[src/rtl/segre_mem_stage.sv]
// segre_mem_stage: EX/MEM stage register, data-memory req/ack access,
// load alignment/extension and the registered write-back payload.
module segre_mem_stage #(
    parameter int unsigned WORD_SIZE = 32,
    parameter int unsigned ADDR_SIZE = 32,
    parameter int unsigned REG_SIZE  = 5
) (
    input  logic                 clk_i,
    input  logic                 rsn_i,
    // EX payload
    input  logic                 valid_ex_i,
    input  logic [WORD_SIZE-1:0] alu_res_i,
    input  logic                 rf_we_i,
    input  logic [REG_SIZE-1:0]  rf_waddr_i,
    input  logic [WORD_SIZE-1:0] rf_st_data_i,
    input  logic [1:0]           memop_type_i,
    input  logic                 memop_rd_i,
    input  logic                 memop_wr_i,
    input  logic                 memop_sign_ext_i,
    input  logic                 inject_nops_i,
    input  logic                 block_mem_i,
    // data memory
    output logic                 mem_req_o,
    output logic                 mem_we_o,
    output logic [ADDR_SIZE-1:0] mem_addr_o,
    output logic [3:0]           mem_be_o,
    output logic [WORD_SIZE-1:0] mem_wdata_o,
    input  logic                 mem_ack_i,
    input  logic [WORD_SIZE-1:0] mem_rdata_i,
    // pipeline control / write-back
    output logic                 stall_o,
    output logic                 rf_we_o,
    output logic [REG_SIZE-1:0]  rf_waddr_o,
    output logic [WORD_SIZE-1:0] rf_data_o,
    output logic                 misaligned_o,
    output logic                 valid_mem_o
);

    // memop_data_type_e encoding
    localparam logic [1:0] MEM_BYTE = 2'd0;
    localparam logic [1:0] MEM_HALF = 2'd1;

    typedef enum logic [1:0] {
        ST_IDLE = 2'd0,
        ST_WAIT = 2'd1,
        ST_HELD = 2'd2
    } state_e;

    state_e state_q, state_d;

    // stage register
    logic                 valid_q, valid_d;
    logic [WORD_SIZE-1:0] alu_q, alu_d;
    logic                 we_q, we_d;
    logic [REG_SIZE-1:0]  waddr_q, waddr_d;
    logic [WORD_SIZE-1:0] st_q, st_d;
    logic [1:0]           type_q, type_d;
    logic                 rd_q, rd_d;
    logic                 wr_q, wr_d;
    logic                 sext_q, sext_d;

    // load data captured while write-back was blocked
    logic [WORD_SIZE-1:0] hold_q, hold_d;

    // output register
    logic                 out_valid_q, out_valid_d;
    logic                 out_we_q, out_we_d;
    logic [REG_SIZE-1:0]  out_waddr_q, out_waddr_d;
    logic [WORD_SIZE-1:0] out_data_q, out_data_d;
    logic                 out_mis_q, out_mis_d;

    logic                 is_byte, is_half, is_word;
    logic [1:0]           off;
    logic                 memop, misaligned, aligned_memop, misaligned_memop;
    logic [WORD_SIZE-1:0] rdata_src, lane, load_data;

    // Access decode, memory request signals and load alignment
    always_comb begin
        is_byte          = (type_q == MEM_BYTE);
        is_half          = (type_q == MEM_HALF);
        is_word          = ~is_byte & ~is_half;
        off              = alu_q[1:0];
        memop            = valid_q & (rd_q | wr_q);
        misaligned       = (is_half & off[0]) | (is_word & (off != 2'b00));
        aligned_memop    = memop & ~misaligned;
        misaligned_memop = memop & misaligned;

        mem_req_o  = aligned_memop & (state_q != ST_HELD);
        mem_we_o   = wr_q;
        mem_addr_o = {alu_q[ADDR_SIZE-1:2], 2'b00};

        if (is_byte) begin
            mem_be_o    = 4'b0001 << off;
            mem_wdata_o = {4{st_q[7:0]}};
        end else if (is_half) begin
            mem_be_o    = 4'b0011 << {off[1], 1'b0};
            mem_wdata_o = {2{st_q[15:0]}};
        end else begin
            mem_be_o    = 4'b1111;
            mem_wdata_o = st_q;
        end

        rdata_src = (state_q == ST_HELD) ? hold_q : mem_rdata_i;
        lane      = rdata_src >> {off, 3'b000};
        if (is_byte) begin
            load_data = {{(WORD_SIZE-8){lane[7] & sext_q}}, lane[7:0]};
        end else if (is_half) begin
            load_data = {{(WORD_SIZE-16){lane[15] & sext_q}}, lane[15:0]};
        end else begin
            load_data = lane;
        end

        stall_o = block_mem_i
                | (aligned_memop & ~mem_ack_i & (state_q != ST_HELD))
                | (state_q == ST_HELD);
    end

    // Access FSM next state and hold-register capture
    always_comb begin
        state_d = state_q;
        hold_d  = hold_q;
        case (state_q)
            ST_IDLE, ST_WAIT: begin
                if (aligned_memop) begin
                    if (mem_ack_i) begin
                        if (block_mem_i) begin
                            state_d = ST_HELD;
                            hold_d  = mem_rdata_i;
                        end else begin
                            state_d = ST_IDLE;
                        end
                    end else begin
                        state_d = ST_WAIT;
                    end
                end
            end
            ST_HELD: begin
                if (!block_mem_i) begin
                    state_d = ST_IDLE;
                end
            end
            default: state_d = ST_IDLE;
        endcase
    end

    // Stage register next value; the held access retires on HELD exit
    always_comb begin
        valid_d = valid_q;
        alu_d   = alu_q;
        we_d    = we_q;
        waddr_d = waddr_q;
        st_d    = st_q;
        type_d  = type_q;
        rd_d    = rd_q;
        wr_d    = wr_q;
        sext_d  = sext_q;
        if ((state_q == ST_HELD) && !block_mem_i) begin
            // EX is still stalled this cycle, so leave a bubble behind
            valid_d = 1'b0;
            we_d    = 1'b0;
            rd_d    = 1'b0;
            wr_d    = 1'b0;
        end else if (!stall_o) begin
            alu_d   = alu_res_i;
            waddr_d = rf_waddr_i;
            st_d    = rf_st_data_i;
            type_d  = memop_type_i;
            sext_d  = memop_sign_ext_i;
            valid_d = valid_ex_i & ~inject_nops_i;
            we_d    = rf_we_i & ~inject_nops_i;
            rd_d    = memop_rd_i & ~inject_nops_i;
            wr_d    = memop_wr_i & ~inject_nops_i;
        end
    end

    // Write-back payload next value; frozen while write-back is blocked
    always_comb begin
        out_valid_d = out_valid_q;
        out_we_d    = out_we_q;
        out_waddr_d = out_waddr_q;
        out_data_d  = out_data_q;
        out_mis_d   = out_mis_q;
        if (!block_mem_i) begin
            if ((state_q == ST_HELD) || (aligned_memop && mem_ack_i)) begin
                out_valid_d = 1'b1;
                out_we_d    = we_q & ~wr_q;
                out_waddr_d = waddr_q;
                out_data_d  = rd_q ? load_data : alu_q;
                out_mis_d   = 1'b0;
            end else if (aligned_memop) begin
                out_valid_d = 1'b0;
                out_we_d    = 1'b0;
                out_mis_d   = 1'b0;
            end else begin
                out_valid_d = valid_q;
                out_we_d    = valid_q & we_q & ~wr_q & ~misaligned_memop;
                out_waddr_d = waddr_q;
                out_data_d  = alu_q;
                out_mis_d   = misaligned_memop;
            end
        end
    end

    // FSM state and hold register
    always_ff @(posedge clk_i) begin
        if (!rsn_i) begin
            state_q <= ST_IDLE;
            hold_q  <= '0;
        end else begin
            state_q <= state_d;
            hold_q  <= hold_d;
        end
    end

    // EX/MEM stage register
    always_ff @(posedge clk_i) begin
        if (!rsn_i) begin
            valid_q <= 1'b0;
            alu_q   <= '0;
            we_q    <= 1'b0;
            waddr_q <= '0;
            st_q    <= '0;
            type_q  <= '0;
            rd_q    <= 1'b0;
            wr_q    <= 1'b0;
            sext_q  <= 1'b0;
        end else begin
            valid_q <= valid_d;
            alu_q   <= alu_d;
            we_q    <= we_d;
            waddr_q <= waddr_d;
            st_q    <= st_d;
            type_q  <= type_d;
            rd_q    <= rd_d;
            wr_q    <= wr_d;
            sext_q  <= sext_d;
        end
    end

    // Write-back output register
    always_ff @(posedge clk_i) begin
        if (!rsn_i) begin
            out_valid_q <= 1'b0;
            out_we_q    <= 1'b0;
            out_waddr_q <= '0;
            out_data_q  <= '0;
            out_mis_q   <= 1'b0;
        end else begin
            out_valid_q <= out_valid_d;
            out_we_q    <= out_we_d;
            out_waddr_q <= out_waddr_d;
            out_data_q  <= out_data_d;
            out_mis_q   <= out_mis_d;
        end
    end

    assign valid_mem_o  = out_valid_q;
    assign rf_we_o      = out_we_q;
    assign rf_waddr_o   = out_waddr_q;
    assign rf_data_o    = out_data_q;
    assign misaligned_o = out_mis_q;

endmodule

[config.mk]
export PLATFORM = sky130hd
export DESIGN_NAME = segre_mem_stage
export DESIGN_NICKNAME = d
export VERILOG_FILES = /design/src/rtl/segre_mem_stage.sv
export SDC_FILE = /design/constraint.sdc
export NUM_CORES = 1
export LEC_CHECK = 0
export CAP_MARGIN = 20
export CELL_PAD_IN_SITES_DETAIL_PLACEMENT = 0
export CELL_PAD_IN_SITES_GLOBAL_PLACEMENT = 1
export CORE_MARGIN = 2
export CORE_UTILIZATION = 36
export DETAILED_ROUTE_END_ITERATION = 10
export MAX_ROUTING_LAYER = met4
export PLACE_DENSITY = 0.83
export SYNTH_ARGS = -nofsm -noshare
export SYNTH_HDL_FRONTEND = slang
export SYNTH_SLANG_ARGS = --single-unit
[constraint.sdc]
create_clock -name clk_i -period 5.46 [get_ports clk_i]
set_input_delay 0.546 -clock clk_i [delete_from_list [all_inputs] [get_ports clk_i]]
set_output_delay 0.546 -clock clk_i [all_outputs]
set_load 0.005 [all_outputs]
==> flow_summary.ini <==
[die]
initial_core_util_pct = 36.7
io_pins = 224
core_area_um2 = 19500
fp.dieW_um = 145
die_h_um = 145
row_count = 51
dieArea_um2 = 21100

[setup_path]
end_kind = output port
r2r_end = rf_data_o[24]
crit_start = type_q[0]
critPathMaxStageDelay_ps = 1050
worstPathMaxFanout = 24
critical_path.slowest_cell = dfxtp_1
cpLargestDelayFamily = flip-flops
cp.required_ps = 4910
endpoint = mem_wdata_o[15]
critical_path_class = reg2out
ff2ff_setup_slack_ps = 2460
arrival_ps = 2790
critical_path_depth = 4
critPathLaunchType = flop
worst-path-buf-inv = 2
rr_worst_depth = 6
timing.rr.start = state_q[0]
path_cells = nor2_1, buf_6, mux2_2, clkdlybuf4s50_1

[synthesis]
syn_area_per_cell_um2 = 8.00
synth_compound_gate_area_share_pct = 19.9
synth-simple-area-share_pct = 19.2
synth_xor_area_share_pct = 0
netlist_instances = 897
synthTopCellsByCount = nand2_1, dfxtp_1, a21oi_1
synth_edf_count = 0
synth_area_um2 = 7170
synthAdderAreaFrac_pct = 0
synth_top_area_share_pct = 41.9
synth_area_leader_cell = dfxtp_1
yosys_register_bits = 150
synth.top_cells.by_area = dfxtp_1, nand2_1, a21oi_1
yosysWarningCount = 0
ys_types = 55
yosysMostFrequentCell = nand2_1
synthMuxAreaShare_pct = 10.1
synthFlopType = dfxtp_1
synth_sequential_area_ratio_pct = 41.9
synth_top_family_by_area = compound AO/OA/AOI/OAI gates
synth-async-reset-ratio_pct = 0

[placement]
io_buffers = 221
dpl_cell_area_um2 = 9220
place.gp.congestion = 0.861
dpl_worst_slack_ps = 2240
dp_hpwl_um = 16400

[route]
via_count = 6717
first_pass_iters = 7
drtAntennaViolNets = 0
drt-initial-drc-count = 514
wl_per_cell_um = 17.9
drc = 0
drt_wl_total_um = 23700
routed_via_density = 5.08

[finish]
area_delta_synth_final_pct = 37.1
final_layout_size_suffix_gt1_share_pct = 8.71
antennaDiodeCount = 0
final_cell_area_um2 = 9830
nFillCells = 1959
regArea_um2 = 3000
multi_input_area_um2 = 3560
nNetsFinal = 1156

[worst_hold_path]
min_from = we_q
hold_path.class = reg2reg

[sta]
worst_pin_slew_ps = 1100
drv_slew = 0
setup_ws_ps = 2120
fmax_mhz = 300
setup_violations = 0
fin_crit_ps = 3340
grt_setup_unrepaired = false
finalHoldViolCount = 0
period_share_pct = 61.1
finalSetupTns_ps = 0
skew_ps = 13.4
slew_headroom_pct = 26.9

[global_routing]
overflow = 0
grt_start_max_net_pins = 77
grt_pass1_vias = 6579
grt_usage_pct = 22.8
grt_pass1_wl_um = 37000
antenna_found_initial = 0

[clock_tree]
cts_root_buffer = clkbuf_16
cts_resized = 0
clk_pin_slew_worst_paths_ps = 60
cts_buffers = 17
cts.path.max_buffers = 2
cts_hold_buf = 0
post-cts-setup-buffer-count = 0
cts_tree = built
cts.sinks = 150
htree_levels = 4
insertion_delay_ps = 430

[power_and_ir_drop]
powerDensity_nw_per_um2 = 283
p_leak_nw = 3.62
ir_drop_v = 0.000208

[run]
drv_cap = 0

[outcome]
outcome = completed
[state kept, by name (all words and copies together), names as in the netlist]
name and flops:
alu_q 32, hold_q 32, rf_data_o 32, st_q 32, rf_waddr_o 5, waddr_q 5
state_q 2, type_q 2, mem_we_o 1, misaligned_o 1, rd_q 1, rf_we_o 1
sext_q 1, valid_mem_o 1, valid_q 1, we_q 1
[per-stage QoR]
stage | std cells | power, mW | utilization, % | hold slack, ps
2_1_floorplan | 898 | 1.39 | - | 427
3_3_place_gp | 1287 | 1.61 | 47.2 | 438
3_5_place_dp | 1288 | 1.61 | 47.2 | 441
4_1_cts | 1320 | 2.81 | 50.3 | 449
5_1_grt | 1321 | 2.89 | 50.3 | 471
6_report | 1321 | 2.78 | 50.3 | 446
[how the worst min path moves through the flow]
| stage | end | slack (ps) | depth (start not counted) |
|---|---|---|---|
| floorplan | we_q | 430 | 2 |
| global placement | we_q | 440 | 2 |
| detailed placement | we_q | 440 | 2 |
| CTS | we_q | 450 | 2 |
| global route | we_q | 470 | 2 |
| finish | we_q | 450 | 2 |
[tightest hold or removal path: stages (launching register included)]
cell and delay (ps):
dfxtp_1 300, nand2_1 50, a21oi_1 50
[cells by family (layout without fill, tap and decap cells)]
family,Yosys count,in the layout
and+or+nand+nor,339,339
muxes,61,61
buffers and inverters,113,271
DFF,150,150
AOI/OAI and AO/OA,233,233
other,1,2
[where the power goes]
group / internal, mW / leakage, nW / switching, mW
clock network: 0.704 / 0.292 / 0.494
logic: 0.220 / 2.10 / 0.189
registers: 1.14 / 1.23 / 0.0404
total: 2.06 / 3.62 / 0.723
[placed cells by master, fill, tap and decap left out, drive strengths merged, types with 2 or more instances in the layout]
| master | Yosys | routed |
|---|---|---|
| nor2b | 4 | 4 |
| o21ai | 20 | 20 |
| o32ai | 5 | 5 |
| mux4 | 7 | 7 |
| a311oi | 6 | 6 |
| nand2b | 5 | 5 |
| clkinv | 1 | 5 |
| and2 | 9 | 9 |
| buf | 68 | 14 |
| nor2 | 35 | 35 |
| nand2 | 263 | 263 |
| o31ai | 2 | 2 |
| o21bai | 2 | 2 |
| a21o | 2 | 2 |
| conb | 1 | 2 |
| inv | 3 | 8 |
| nand3 | 4 | 4 |
| a22oi | 16 | 16 |
| nor3 | 5 | 5 |
| a31o | 5 | 5 |
| and3 | 5 | 5 |
| clkdlybuf4s50 | 0 | 221 |
| nand3b | 5 | 5 |
| bufinv | 0 | 2 |
| o22ai | 19 | 19 |
| a211oi | 3 | 3 |
| clkinvlp | 0 | 2 |
| mux2i | 32 | 32 |
| mux2 | 22 | 22 |
| o221ai | 6 | 6 |
| clkbuf | 41 | 19 |
| a21oi | 136 | 136 |
| dfxtp | 150 | 150 |
[cell type report]
class,count,area share (%)
sequential,150,30.5
timing repair buffer,235,23.6
inverter,4,0.178
tap,265,3.37
clock buffer,19,4.61
multi-input combinational,635,36.2
clock inverter,13,1.48
[metal layers]
metal  share of wire [%]  track usage [%]  vias up  wire length, um
met3                 7.0             6.32       24             1670
met4                 1.7             6.08        0              394
met1                  42             27.6     3114            10100
met2                  49             37.5      244            11600
li1                    -                -     3335                -
met5                   0                -        -                0
Note: power is estimated with default switching activity, not from simulation.
